[config.mk]
export PLATFORM = sky130hd
export DESIGN_NAME = serial_subtractor_ctrl
export DESIGN_NICKNAME = d
export VERILOG_FILES = /design/src/rtl/serial_subtractor_ctrl.sv
export SDC_FILE = /design/constraint.sdc
export NUM_CORES = 1
export LEC_CHECK = 0
export CORE_MARGIN = 1
export CORE_UTILIZATION = 40
export CTS_CLUSTER_DIAMETER = 40
export CTS_CLUSTER_SIZE = 12
export DETAILED_ROUTE_END_ITERATION = 10
export PLACE_DENSITY = 0.64
export SYNTH_ARGS = -nofsm -noshare
export SYNTH_HDL_FRONTEND = slang
export SYNTH_SLANG_ARGS = --single-unit
[constraint.sdc]
create_clock -name clk -period 1.6 [get_ports clk]
set_clock_uncertainty 0.05 [all_clocks]
set_input_delay 0.16 -clock clk [delete_from_list [all_inputs] [get_ports clk]]
set_output_delay 0.16 -clock clk [all_outputs]
set_load 0.01 [all_outputs]
[src/rtl/serial_subtractor_ctrl.sv]
`default_nettype none
// +----------------------------------------------------------------------------+
// | Module      : serial_subtractor_ctrl                                       |
// | Description : Bit-serial WIDTH-bit subtractor controller (diff = a - b)    |
// |               that time-shares one external 1-bit full subtractor, LSB    |
// |               first. Optional macro SUB_OVERFLOW_EN adds the ovf output.   |
// | Revision    : 1.0 - initial release                                        |
// +----------------------------------------------------------------------------+
module serial_subtractor_ctrl #(
  parameter int WIDTH = 8
) (
  input  logic             clk,
  input  logic             rst_n,
  input  logic             start,
  input  logic [WIDTH-1:0] a,
  input  logic [WIDTH-1:0] b,
  output logic             busy,
  output logic             done,
  output logic [WIDTH-1:0] diff,
  output logic             borrow_out,
`ifdef SUB_OVERFLOW_EN
  output logic             ovf,
`endif
  output logic             fs_a,
  output logic             fs_b,
  output logic             fs_bin,
  input  logic             fs_d,
  input  logic             fs_bout
);

  localparam int CNT_W = (WIDTH > 1) ? $clog2(WIDTH) : 1;
  localparam logic [CNT_W-1:0] CNT_LAST = CNT_W'(WIDTH - 1);

  typedef enum logic [1:0] {
    ST_IDLE = 2'd0,
    ST_RUN  = 2'd1,
    ST_DONE = 2'd2
  } state_t;

  state_t             state_q, state_d;
  logic [WIDTH-1:0]   a_sh_q, a_sh_d;
  logic [WIDTH-1:0]   b_sh_q, b_sh_d;
  logic [WIDTH-1:0]   res_sh_q, res_sh_d;
  logic               borrow_q, borrow_d;
  logic [CNT_W-1:0]   cnt_q, cnt_d;
  logic [WIDTH-1:0]   diff_q, diff_d;
  logic               bout_q, bout_d;
  logic               a_msb_q, a_msb_d;
  logic               b_msb_q, b_msb_d;
`ifdef SUB_OVERFLOW_EN
  logic               ovf_q, ovf_d;
`endif

  always_ff @(posedge clk) begin
    if (!rst_n) begin
      state_q  <= ST_IDLE;
      a_sh_q   <= '0;
      b_sh_q   <= '0;
      res_sh_q <= '0;
      borrow_q <= 1'b0;
      cnt_q    <= '0;
      diff_q   <= '0;
      bout_q   <= 1'b0;
      a_msb_q  <= 1'b0;
      b_msb_q  <= 1'b0;
`ifdef SUB_OVERFLOW_EN
      ovf_q    <= 1'b0;
`endif
    end else begin
      state_q  <= state_d;
      a_sh_q   <= a_sh_d;
      b_sh_q   <= b_sh_d;
      res_sh_q <= res_sh_d;
      borrow_q <= borrow_d;
      cnt_q    <= cnt_d;
      diff_q   <= diff_d;
      bout_q   <= bout_d;
      a_msb_q  <= a_msb_d;
      b_msb_q  <= b_msb_d;
`ifdef SUB_OVERFLOW_EN
      ovf_q    <= ovf_d;
`endif
    end
  end

  always_comb begin
    state_d  = state_q;
    a_sh_d   = a_sh_q;
    b_sh_d   = b_sh_q;
    res_sh_d = res_sh_q;
    borrow_d = borrow_q;
    cnt_d    = cnt_q;
    diff_d   = diff_q;
    bout_d   = bout_q;
    a_msb_d  = a_msb_q;
    b_msb_d  = b_msb_q;
`ifdef SUB_OVERFLOW_EN
    ovf_d    = ovf_q;
`endif
    case (state_q)
      ST_IDLE: begin
        if (start) begin
          a_sh_d   = a;
          b_sh_d   = b;
          res_sh_d = '0;
          borrow_d = 1'b0;
          cnt_d    = '0;
          a_msb_d  = a[WIDTH-1];
          b_msb_d  = b[WIDTH-1];
          state_d  = ST_RUN;
        end
      end
      ST_RUN: begin
        res_sh_d = {fs_d, res_sh_q[WIDTH-1:1]};
        a_sh_d   = a_sh_q >> 1;
        b_sh_d   = b_sh_q >> 1;
        borrow_d = fs_bout;
        if (cnt_q == CNT_LAST) begin
          // Result is committed with the final bit so diff is valid while done is high.
          diff_d  = res_sh_d;
          bout_d  = fs_bout;
`ifdef SUB_OVERFLOW_EN
          ovf_d   = (a_msb_q != b_msb_q) && (fs_d != a_msb_q);
`endif
          state_d = ST_DONE;
        end else begin
          cnt_d = cnt_q + 1'b1;
        end
      end
      ST_DONE: begin
        state_d = ST_IDLE;
      end
      default: begin
        state_d = ST_IDLE;
      end
    endcase
  end

  always_comb begin
    busy   = (state_q != ST_IDLE);
    done   = (state_q == ST_DONE);
    fs_a   = (state_q == ST_RUN) & a_sh_q[0];
    fs_b   = (state_q == ST_RUN) & b_sh_q[0];
    fs_bin = (state_q == ST_RUN) & borrow_q;
  end

  assign diff       = diff_q;
  assign borrow_out = bout_q;
`ifdef SUB_OVERFLOW_EN
  assign ovf        = ovf_q;
`endif

endmodule
`default_nettype wire

-- Yosys cells after proc, flatten, opt, wreduce, memory -nomap -nowiden
Cells that the tools add are included.
- flip-flop bits (word level): 39
- input port bits: 21
- output and inout bits: 14
- logic and storage cells: 39
- add/subtract/negate cells: 1
- equality and inequality tests: 6
- multiplexer cells: 14
- bitwise logic cells: 3
- reduce and logical (&&, ||, !) cells: 7
- operator list (operator ; count):
    $pmux 8 s2 ; 3
    $mux 8 ; 3
    $mux 3 ; 2
    $ne 2x2->1 const B ; 3
    $pmux 3 s2 ; 1
    $reduce_and 2->1 ; 3
    $mux 2 ; 2
    $pmux 2 s2 ; 1
    $reduce_bool 2->1 ; 2
    $add 3x1->3 const B ; 1
    $and 1x1->1 ; 3
    $eq 3x3->1 const B ; 1
    $reduce_and 3->1 ; 1
    $eq 2x1->1 const B ; 1
    $eq 2x2->1 const B ; 1
    $logic_not 2->1 ; 1
    $pmux 1 s2 ; 1
    $mux 1 ; 1

-- Logic depth before layout (Yosys ltp)
Gate-level depths: netlist of the first run.
- depth in word-level cells: 3
- mapped depth: 6

-- Least setup slack after synthesis of the first run
Ideal clock, no wire load.
- path kind: register to register
- start point: register cnt_q[0]
- end point: register cnt_q[0]
- library setup time: 0.126 ns
- arrival time: 1.106 ns
- path slack: 0.317 ns
- cell stages (with the launch flop): 6
- path through: dfxtp_1 ha_1 ha_1 nand2b_1 a21oi_1 o21ai_0
- longest elaborated chain between the ends: 3
- elaborated cells between the ends (all ways): 6
- classes of those cells: 1 x add/sub; 2 x eq/ne; 2 x mux; 1 x reduce/logical
- RTL lines (item ; line ; RTL):
    start: declaration ; 45 ; logic [CNT_W-1:0] cnt_q, cnt_d;
    start signal: assignment ; 75 ; cnt_q <= cnt_d;
    $add 3x1->3 / $eq 3x3->1 (equally long branches) ; 127, 118 ;
    $mux 3 / $ne 2x2->1 (equally long branches) ; - ;
    $pmux 3 s2 / $reduce_and 3->1 (equally long branches) ; - ;
Several ways; a longest one is shown, not always the timed one. The select of a mux whose other input is x is not followed.
A chain may end at the register's enable or synchronous reset.

-- Final worst setup path of the first run
- start point: register cnt_q[0]
- end point: register cnt_q[1]
The elaborated chain is that of the path after synthesis.

==> results.md, run 1 <==
- 1st-iter DRT viols: 63
- Multiplexer area fraction after synthesis: 0.0821
- Overall routing resource usage: 0.165
- Residual antenna-violating net count after detailed routing: 0
- Maxcap violations: 0
- Tmin final: ~1.5 ns
- WP data required: 1.71 ns
- Transition time at the pin with the least slew margin: 0.305 ns
- Result of the run: finished, final reports clean
- Largest family of logic cells by synthesized area: compound AO/OA/AOI/OAI gates
- Number of global-route vias before repair: approximately 1300
- GPL Wtd Cong: 0.731
- Setup slack of the worst register-to-register path: 0.1 ns
- First-pass GRT wire length: between 5000 and 6000 um
- Count of cell types in the netlist: 28
- Final core area utilization: 0.539
- Number of antenna violations at the first check in global routing: 0
- Final #Nets: ~230
- Most common cell after layout, fill and taps aside: sky130_fd_sc_hd__dfxtp_1
- Post-detailed-route via-to-cell ratio: 5.20
- Total overflow reported by the global router: 0
- Number of clock sinks: 38
- Worst slew slack as a fraction of its limit: 0.797
- Cell types occupying the most area after synthesis: sky130_fd_sc_hd__dfxtp_1 45%, sky130_fd_sc_hd__mux2i_1 8.2%, sky130_fd_sc_hd__o211a_1 8.2%, sky130_fd_sc_hd__nand2_1 6.2%, sky130_fd_sc_hd__a22oi_1 3.5%
- Worst Min Path Start: diff[1]
- Post-route total power: 1960 uW
- Share of the synthesized area in compound gates (AO/OA/AOI/OAI): 0.200
- Maximum net fanout on the critical path: 5
- Length of the first detailed-routing pass in iterations: 4
- Number of H-tree branching levels: 2
- Total detailed-routing wirelength: 3300 um
- Via Count: 1346
- CTS Root Cell: sky130_fd_sc_hd__clkbuf_8
- Die area: around 0.0045 mm2
- Clock buffers created by TritonCTS: 5
- Critical R2R Capture: cnt_q[1]
- Achievable frequency: roughly 660 MHz
- Area of the placeable core: slightly above 0.004 mm2
- RSZ-0062 raised after global routing: no
- Layout-stage area growth over the synthesis result: 28.1%
- Synthesized instance count: 170
- Adder-Cell Fraction of Synth Area: 0.0147
- Hold Path Stages: 2
- Worst Hold Endpoint: diff[1]
- Wire length per cell: around 13 um
- CTS tree: done
- Number of nets in the synthesized netlist: 193
- Final Hold Violating Endpoints: 0
- Most area-hungry cell type in the Yosys netlist: sky130_fd_sc_hd__dfxtp_1
- X dimension of the die: just under 70 um
- VDD IR-drop max: just over 0.0006 V
- Flops & latches, synth: 38
- Share of the synthesized area in the top cell type: 0.445
- DRC viols: 0
- Mapped Area: between 0.0015 and 0.002 mm2
- Count of flip-flops with a built-in enable after synthesis: 0
- Data arrival at the endpoint of the critical path: ~1.6 ns
- Post-synthesis share of cell area spent on xor and xnor gates: 0
- Avg Synthesized Cell Area: ~10 um2
- Die Ht: 67.3 um
- Dominant synthesized flop cell: sky130_fd_sc_hd__dfxtp_1
- Warning count from the yosys run: 0
- Startpoint Class: register
- Post-Synth Simple-Gate Area: 0.188
- ANT cells: 0
- Number of placement rows: 23
- CTS clock-pin slew for the worst setup and hold paths: around 0.07 ns
- Top-Level Pins: 35
- Worst Hold Class: register to register
- Total half-perimeter wirelength after legalization and detailed placement: 2400 um
- Crit share post-route: 0.940
- Leakage power of the design: approximately 0.00095 uW
- Number of failing setup endpoints in the final timing report: 0
- Commonest cells after routing, fill and taps aside: 37 x sky130_fd_sc_hd__dfxtp_1, 29 x sky130_fd_sc_hd__clkdlybuf4s50_1, 28 x sky130_fd_sc_hd__nand2_1
- Total power density per cell area: approximately 900 mW/mm2
- Pins over their slew limit: 0
- Sequential fraction of the synthesis area: 0.445
- Post-CTS Repair Setup Buffers: 0
- Final total negative setup slack: 0 ns
- Clock Latency Late Sink: 0.28 ns
- Starting utilization of the core area: 0.421
- Largest net degree at the start of global routing: 32
- Share of synthesized flip-flops with an asynchronous set or reset: 0
- Proportion of layout cells with a drive suffix above 1: 0.110
- Count of cells along the worst register-to-register path: 5
- Sort of element at the end of the critical path: register
- Start-to-end type of the worst setup path: register to register
- Startpoint of the worst-slack reg-to-reg timing path: cnt_q[0]
- Max Root-Sink Buffers: 2
- Number of buffers inserted by port buffering: 34
## worst max-delay path, cell delays in order (launching register included)
cell	delay (ns)
sky130_fd_sc_hd__dfxtp_1	0.33
sky130_fd_sc_hd__ha_1	0.20
sky130_fd_sc_hd__ha_1	0.23
sky130_fd_sc_hd__nand2b_1	0.16
sky130_fd_sc_hd__a21oi_1	0.27
sky130_fd_sc_hd__o21ai_0	0.15
## what timing repair did
action | CTS | global route
gates cloned | 0 | 0
hold buffers | 0 | 0
setup endpoints to repair | 5 | 1
gates resized for setup | 7 | 1
## cells by family (layout without fill, tap and decap cells)
kind of cell    count (synthesis)  after routing
flops                          38             38
buf+inv                        14             53
simple gates                   61             61
mux                            14             14
fa+ha+maj                       2              2
compound gates                 41             41
## layout make-up
class                           instances  area, um2
Sequential cell                        38        764
Timing Repair Buffer                   45        443
Tap cell                               50       62.6
Fill cell                             374       1870
Clock buffer                            7       86.3
Multi-Input combinational cell        118        827
Clock inverter                          1       5.00
## through the flow
step	setup WS (ns)	hold slack [ns]	std cells	cell area [um2]
2_1_floorplan	0.317	0.266	170	1710
3_3_place_gp	0.125	0.394	251	2100
3_5_place_dp	0.0712	0.400	251	2100
4_1_cts	0.0379	0.410	259	2190
5_1_grt	0.0244	0.426	259	2190
6_report	0.0954	0.406	259	2190
## where the power goes
part | switching, uW | leakage [uW] | internal, uW | total [uW]
clock | 321 | 0.0000482 | 348 | 669
sequential | 25.9 | 0.000311 | 990 | 1020
combinational | 121 | 0.000591 | 156 | 276
total | 468 | 0.000951 | 1490 | 1960
## cell usage after synthesis (all sizes together) (2+ instances only)
cell type,number
dfxtp,38
nand2,28
mux2i,14
o211a,14
a21boi,11
buf,10
nand3,9
nor2b,9
a22oi,8
o21ai,5
and2,4
clkbuf,4
nand2b,3
ha,2
nand4bb,2
## per-layer routing
metal | track usage | vias to the layer above | wire [um]
li1 | - | 672 | -
met1 | 0.183 | 636 | 1470
met2 | 0.279 | 30 | 1610
met3 | 0.0439 | 8 | 141
met4 | 0.0984 | 0 | 75
met5 | 0 | - | 0
## sequential cells by signal, summed over array words and instances, names as in the netlist
register    cells
a_sh_q          8
b_sh_q          8
borrow_out      1
borrow_q        1
cnt_q           3
diff            8
res_sh_q        7
state_q         2
## worst max path at each step
stage / from / end / slack (ns)
after floorplan: cnt_q[0] / cnt_q[0] / 0.32
after global placement: start / a_sh_q[1] / 0.12
after detailed placement: start / b_sh_q[3] / 0.07
after CTS: state_q[1] / busy / 0.04
after global routing: cnt_q[0] / cnt_q[0] / 0.02
final: cnt_q[0] / cnt_q[1] / 0.1
Note: power is estimated with default switching activity, not from simulation.
==> run 2, diff against run 1 <==
- PLACE_DENSITY: 0.64 -> 0.66
- clock period: 1.6 -> 1.2 ns (I/O delays scaled with it)
==> run 2 against run 1 <==
  * Setup slack got worse by 0.21 ns
  * Non-clock buffer count rose by 10
  * Wire length is 16% higher
  * Largest power group unchanged
  * Largest cell class unchanged
  * Hold slack got worse by 0.0086 ns
  * Fmax up 14%
  * Global-route usage grew 2.7 points
  * Total power rose by 47%
  * The flow now finishes with violations (negative setup slack)
  * Core utilization is 6.0 points higher
==> results.md, run 2 (synthesis gave the netlist of run 1 again) <==
- Number of H-tree branching levels: 2 (unchanged)
- Setup ws final: -0.117 ns (-0.213 ns)
- Total cell area at the placement stage: 0.00215 mm2 (+2.7%)
- Maximum net fanout on the critical path: 14 (+9)
- Starting utilization of the core area: 0.421 (unchanged)
- Post-detailed-route via-to-cell ratio: 5.13 (-1.3%)
- Fillers: 333 (-11%)
- Leakage power of the design: 0.00110 uW (+16%)
- Worst Hold Class: input port to register
- CTS clock-pin slew for the worst setup and hold paths: 0.07 ns (about the same)
- Number of buffers inserted by port buffering: 34 (unchanged)
- Met2 global-route usage: 0.330 (+0.0513)
- Total detailed-routing wirelength: 3820 um (+16%)
- Number of global-route vias before repair: 1403 (+8.7%)
- RSZ-0062 raised after global routing: yes
- Overall routing resource usage: 0.191 (+0.0267)
- CTS tree: done
- Final Hold Violating Endpoints: 0 (unchanged)
- CTS Root Cell: sky130_fd_sc_hd__clkbuf_8
- X dimension of the die: 67.3 um (unchanged)
- Crit share post-route: 1.10 (+0.157)
- Layout-stage area growth over the synthesis result: 42.3%
- Sort of element at the end of the critical path: register
- Die area: 0.00454 mm2 (unchanged)
- Area of the placeable core: 0.00406 mm2 (unchanged)
- VDD IR-drop max: 0.000816 V (+32%)
- Commonest cells after routing, fill and taps aside: 34 x sky130_fd_sc_hd__dfxtp_1, 28 x sky130_fd_sc_hd__nand2_1, 20 x sky130_fd_sc_hd__clkdlybuf4s50_1
- Length of the first detailed-routing pass in iterations: 4 (unchanged)
- Transition time at the pin with the least slew margin: 0.306 ns (+0.00122 ns)
- Total power density per cell area: 1180 mW/mm2 (+32%)
- Failing checks: negative setup slack
- First-pass GRT wire length: 6420 um (+16%)
- Clock Latency Late Sink: 0.29 ns (about the same)
- WP data required: 1.33 ns (-0.38 ns)
- Number of antenna violations at the first check in global routing: 0 (unchanged)
- Tmin final: 1.32 ns (-0.187 ns)
- Final non-filler cell area: 0.00243 mm2 (+11%)
- Residual antenna-violating net count after detailed routing: 0 (unchanged)
- Final #Nets: 241 (+4.3%)
- Maxcap violations: 0 (unchanged)
- Worst slew slack as a fraction of its limit: 0.796 (-0.00135)
- Proportion of layout cells with a drive suffix above 1: 0.274 (+0.164)
- Max Root-Sink Buffers: 2 (unchanged)
- Met3 usage: 0.0372 (-0.00676)
- Hold buffer count at cts: 0 (unchanged)
- Largest net degree at the start of global routing: 19 (-41%)
- GPL Wtd Cong: 0.700 (-4.3%)
- Die Ht: 67.3 um (unchanged)
- Total overflow reported by the global router: 0 (unchanged)
- Number of failing setup endpoints in the final timing report: 31 (+31)
- Result of the run: complete, but fails checks
- ANT cells: 0 (unchanged)
- Most common cell after layout, fill and taps aside: sky130_fd_sc_hd__dfxtp_1
- Total half-perimeter wirelength after legalization and detailed placement: 2490 um (+3.6%)
- Final total negative setup slack: -2.38 ns (-2.38 ns)
- Top-Level Pins: 35 (unchanged)
- Number of clock sinks: 38 (unchanged)
- Highest-utilization routing layer at the global route stage: met2
- Via Count: 1380 (+2.5%)
- Startpoint Class: register
- Data arrival at the endpoint of the critical path: 1.44 ns (-0.17 ns)
- Global routing met1 resource utilization: 0.232 (+0.0486)
- Achievable frequency: 759 MHz (+14%)
- Start-to-end type of the worst setup path: register to register
- Clock buffers created by TritonCTS: 5 (unchanged)
- Pins over their slew limit: 0 (unchanged)
- Wire length per cell: 14.2 um (+11%)
- 1st-iter DRT viols: 91 (+44%)
- DRC viols: 0 (unchanged)
- Number of placement rows: 23 (unchanged)
[run 2: layer usage]
metal / vias to the layer above / routed length (um)
met2: 24 / 1870
met1: 659 / 1780
li1: 692 / -
met4: 0 / 52
met3: 5 / 115
met5: - / 0
[run 2: critical path: stages (launching register included)]
cell                      delay [ns]
sky130_fd_sc_hd__dfxtp_2        0.33
sky130_fd_sc_hd__buf_6          0.12
sky130_fd_sc_hd__buf_8          0.13
sky130_fd_sc_hd__o21ba_4        0.22
sky130_fd_sc_hd__buf_12         0.15
sky130_fd_sc_hd__o211a_1        0.20
[run 2: worst paths after layout]
path	from	end	slack, ns	depth (start not counted)
worst max-delay path	state_q[0]	a_sh_q[0]	-0.12	5
worst min-delay path	a[7]	a_sh_q[7]	0.40	3
worst max register to register	state_q[0]	a_sh_q[0]	-0.12	5
worst min register to register	diff[4]	diff[4]	0.41	2
[run 2: final cells by class]
| cell class | count | area (um2) | share of cell area |
|---|---|---|---|
| clock inverter | 3 | 40.0 | 0.0165 |
| clock buffer | 5 | 68.8 | 0.0283 |
| sequential | 38 | 766 | 0.315 |
| multi-input combinational | 118 | 937 | 0.385 |
| timing repair buffer | 55 | 557 | 0.229 |
| tap | 50 | 62.6 | 0.0257 |
[run 2: what timing repair did]
action,in CTS,in global routing
pin swaps,11,6
setup buffers,1,3
endpoints found under the setup margin,50,42
gates resized for setup,56,20
cloned,1,0
[run 2: per-stage QoR]
step           instances  setup WS, ns  total power (uW)   util  hold slack, ns
2_1_floorplan        170      -0.00959              1640      -           0.226
3_3_place_gp         257        -0.183              1750  0.531           0.392
3_5_place_dp         257        -0.207              1770  0.531           0.413
4_1_cts              267        -0.121              2870  0.579           0.391
5_1_grt              269        -0.163              2990  0.599           0.403
6_report             269        -0.117              2880  0.599           0.397
[run 2: report_power, final]
part	switching [uW]	leakage (uW)	total [uW]	internal (uW)
clock	451	0.0000579	1060	612
combinational	196	0.000733	456	260
sequential	36.1	0.000312	1360	1320
total	683	0.00110	2880	2190
==> run 3, diff against run 2 <==
--- a/config.mk
+++ b/config.mk
@@ -6,4 +6,5 @@
 export NUM_CORES = 1
 export LEC_CHECK = 0
+export CORE_ASPECT_RATIO = 1.1
 export CORE_MARGIN = 1
 export CORE_UTILIZATION = 40
--- a/constraint.sdc
+++ b/constraint.sdc
@@ -3,3 +3,3 @@
 set_input_delay 0.12 -clock clk [delete_from_list [all_inputs] [get_ports clk]]
 set_output_delay 0.12 -clock clk [all_outputs]
-set_load 0.01 [all_outputs]
+set_load 0.02 [all_outputs]
==> run 3 against run 2 <==
  * The flow still finishes with violations (negative setup slack)
  * Final area increased by 3.8%
  * Wire length increased by 2.1%
  * Global-route usage decreased by 1.8 points
  * Register-to-register slack got worse by 0.04 ns
  * Via count increased by 4.1%
  * Sequential cell count unchanged
  * Clock power decreased by 6%
  * Hold slack got worse by 0.0056 ns
  * Critical path depth increased by 1
  * Core utilization increased by 2.8 points
==> results.md, run 3 (synthesis gave the netlist of run 1 again) <==
- Result of the run: complete, but fails checks
- Failing checks: negative setup slack
- Length of the first detailed-routing pass in iterations: 5 (+1)
- Max Root-Sink Buffers: 2 (unchanged)
- Cells traversed along the worst timing path: buf_6 > buf_8 > o21ba_4 > clkbuf_16 > nand2_1 > o211a_1
- VDD IR-drop max: 0.000773 V (-5.3%)
- Clock group share of total power: 0.349 (-0.021)
- Final #Nets: 247 (+2.5%)
- Internal power: 2200 uW (+0.25%)
- DRC viols: 0 (unchanged)
- Final total negative setup slack: -3.42 ns (-1.05 ns)
- Number of buffers inserted by port buffering: 34 (unchanged)
- Fraction of power consumed by sequential logic: 0.473 (about the same)
- Fillers: 346 (+3.9%)
- ANT cells: 0 (unchanged)
- Final core area utilization: 0.627 (+0.0277)
- Setup ws final: -0.156 ns (-0.0392 ns)
- Number of failing setup endpoints in the final timing report: 31 (unchanged)
- Clock buffers created by TritonCTS: 5 (unchanged)
- Maxcap violations: 0 (unchanged)
- Number of non-filler instances in the completed layout: 277 (+3.0%)
- WP data required: 1.32 ns (about the same)
- Buffers & Inverters on Critical Path: 3 (unchanged)
- Total power density per cell area: 1140 mW/mm2 (-3.7%)
- CTS tree: done
- Top delay family on crit path: buffers and inverters
- Area of the placeable core: 0.00402 mm2 (-0.83%)
- Total half-perimeter wirelength after legalization and detailed placement: 2440 um (-2.1%)
- Final Hold Violating Endpoints: 0 (unchanged)
- Commonest cells after routing, fill and taps aside: 34 x sky130_fd_sc_hd__dfxtp_1, 22 x sky130_fd_sc_hd__nand2_1, 20 x sky130_fd_sc_hd__clkdlybuf4s50_1
- Starting utilization of the core area: 0.424 (+0.00353)
- Total detailed-routing wirelength: 3900 um (+2.1%)
- Leakage power of the design: 0.00115 uW (+4.3%)
- Top-Level Pins: 35 (unchanged)
- Post-route total power: 2880 uW (about the same)
- RSZ-0062 raised after global routing: yes
- Worst Hold Class: input port to register
- Net Sw Power: 677 uW (-0.95%)
- Achievable frequency: 737 MHz (-2.9%)
- Combinational cell fraction of total power: 0.178 (+0.020)
- Overall routing resource usage: 0.173 (-0.0184)
- Clock Latency Late Sink: 0.28 ns (about the same)
- Residual antenna-violating net count after detailed routing: 0 (unchanged)
- Most common cell after layout, fill and taps aside: sky130_fd_sc_hd__dfxtp_1
- Crit share post-route: 1.13 (+0.0327)
- Number of clock sinks: 38 (unchanged)
- Number of antenna violations at the first check in global routing: 0 (unchanged)
- CTS Root Cell: sky130_fd_sc_hd__clkbuf_8
- Data arrival at the endpoint of the critical path: 1.48 ns (+0.04 ns)
- Proportion of layout cells with a drive suffix above 1: 0.316 (+0.0416)
- Layout-stage area growth over the synthesis result: 47.7%
- CP max stage delay: 0.33 ns (about the same)
- Pins over their slew limit: 0 (unchanged)
- CTS clock-pin slew for the worst setup and hold paths: 0.07 ns (about the same)
- Die area: 0.00454 mm2 (about the same)
- First-pass GRT wire length: 6160 um (-4.0%)
- Start-to-end type of the worst setup path: register to register
- Number of global-route vias before repair: 1413 (+0.71%)
- Worst slew slack as a fraction of its limit: 0.814 (+0.0182)
- Total cell area at the placement stage: 0.00213 mm2 (-0.93%)
- 1st-iter DRT viols: 40 (-56%)
- Largest net degree at the start of global routing: 20 (+1)
- Placed cell count: 256 (-0.39%)
- Number of H-tree branching levels: 2 (unchanged)
- Transition time at the pin with the least slew margin: 0.278 ns (-0.0273 ns)
- Startpoint Class: register
- Die Ht: 70.5 um (+4.7%)
- Switching power share of the total: 0.235 (-0.00218)
- X dimension of the die: 64.3 um (-4.5%)
- Wire length per cell: 14.1 um (-0.80%)
- Via Count: 1436 (+4.1%)
- GPL Wtd Cong: 0.693 (-0.91%)
- Sort of element at the end of the critical path: register
- Tmin final: 1.36 ns (+0.0392 ns)
- Number of placement rows: 24 (+4.3%)
- Maximum net fanout on the critical path: 7 (-7)
- Hold buffer count at cts: 0 (unchanged)
- Total overflow reported by the global router: 0 (unchanged)
- Post-detailed-route via-to-cell ratio: 5.18 (+1.1%)
- Cell with the biggest individual delay on the critical path: sky130_fd_sc_hd__dfxtp_2
- Final non-filler cell area: 0.00252 mm2 (+3.8%)
## run 3: area by class of cell
class                      instances  area (um2)  share of cell area
tap                               52        65.1              0.0258
timing repair buffer              61         629               0.250
sequential                        38         766               0.304
clock buffer                       8         110              0.0437
multi-input combinational        118         952               0.377
## run 3: path summary, 6_finish.rpt
kind	from	end	slack (ns)	cells after the start
worst max-delay path	state_q[1]	a_sh_q[4]	-0.16	6
worst min-delay path	b[7]	b_sh_q[7]	0.39	3
worst max register to register	state_q[1]	a_sh_q[4]	-0.16	6
worst min register to register	diff[2]	diff[2]	0.40	2
## run 3: per-stage QoR
stage	worst slack [ns]	hold WS, ns
2_1_floorplan	-0.00959	0.226
4_1_cts	-0.178	0.377
3_5_place_dp	-0.314	0.400
3_3_place_gp	-0.278	0.393
5_1_grt	-0.177	0.409
6_report	-0.156	0.391
## run 3: metal layers
| metal | track usage | part of all wire | vias to the layer above |
|---|---|---|---|
| met4 | 0.0667 | 0.012 | 0 |
| li1 | - | - | 705 |
| met2 | 0.319 | 0.53 | 33 |
| met5 | 0 | 0 | - |
| met3 | 0.0339 | 0.030 | 8 |
| met1 | 0.192 | 0.42 | 690 |
## run 3: what timing repair did
action,CTS,global route
setup buffers,3,7
cloned,1,2
pin swaps,16,7
endpoints found under the setup margin,49,42
gates resized for setup,65,24
## run 3: power groups by stage
stage	Clock, uW	Sequential, uW	Combinational [uW]
2_1_floorplan	0	1370	276
5_1_grt	1080	1360	549
6_report	1000	1360	513
3_3_place_gp	0	1380	377
4_1_cts	1030	1360	458
3_5_place_dp	0	1380	390
## run 3: worst register-to-register path, delay by kind of cell (launching register included)
kind | cells | cell delay [ns]
buffers and inverters | 3 | 0.42
AO/OA/AOI/OAI | 2 | 0.41
flip-flops | 1 | 0.33
AND/OR/NAND/NOR | 1 | 0.05
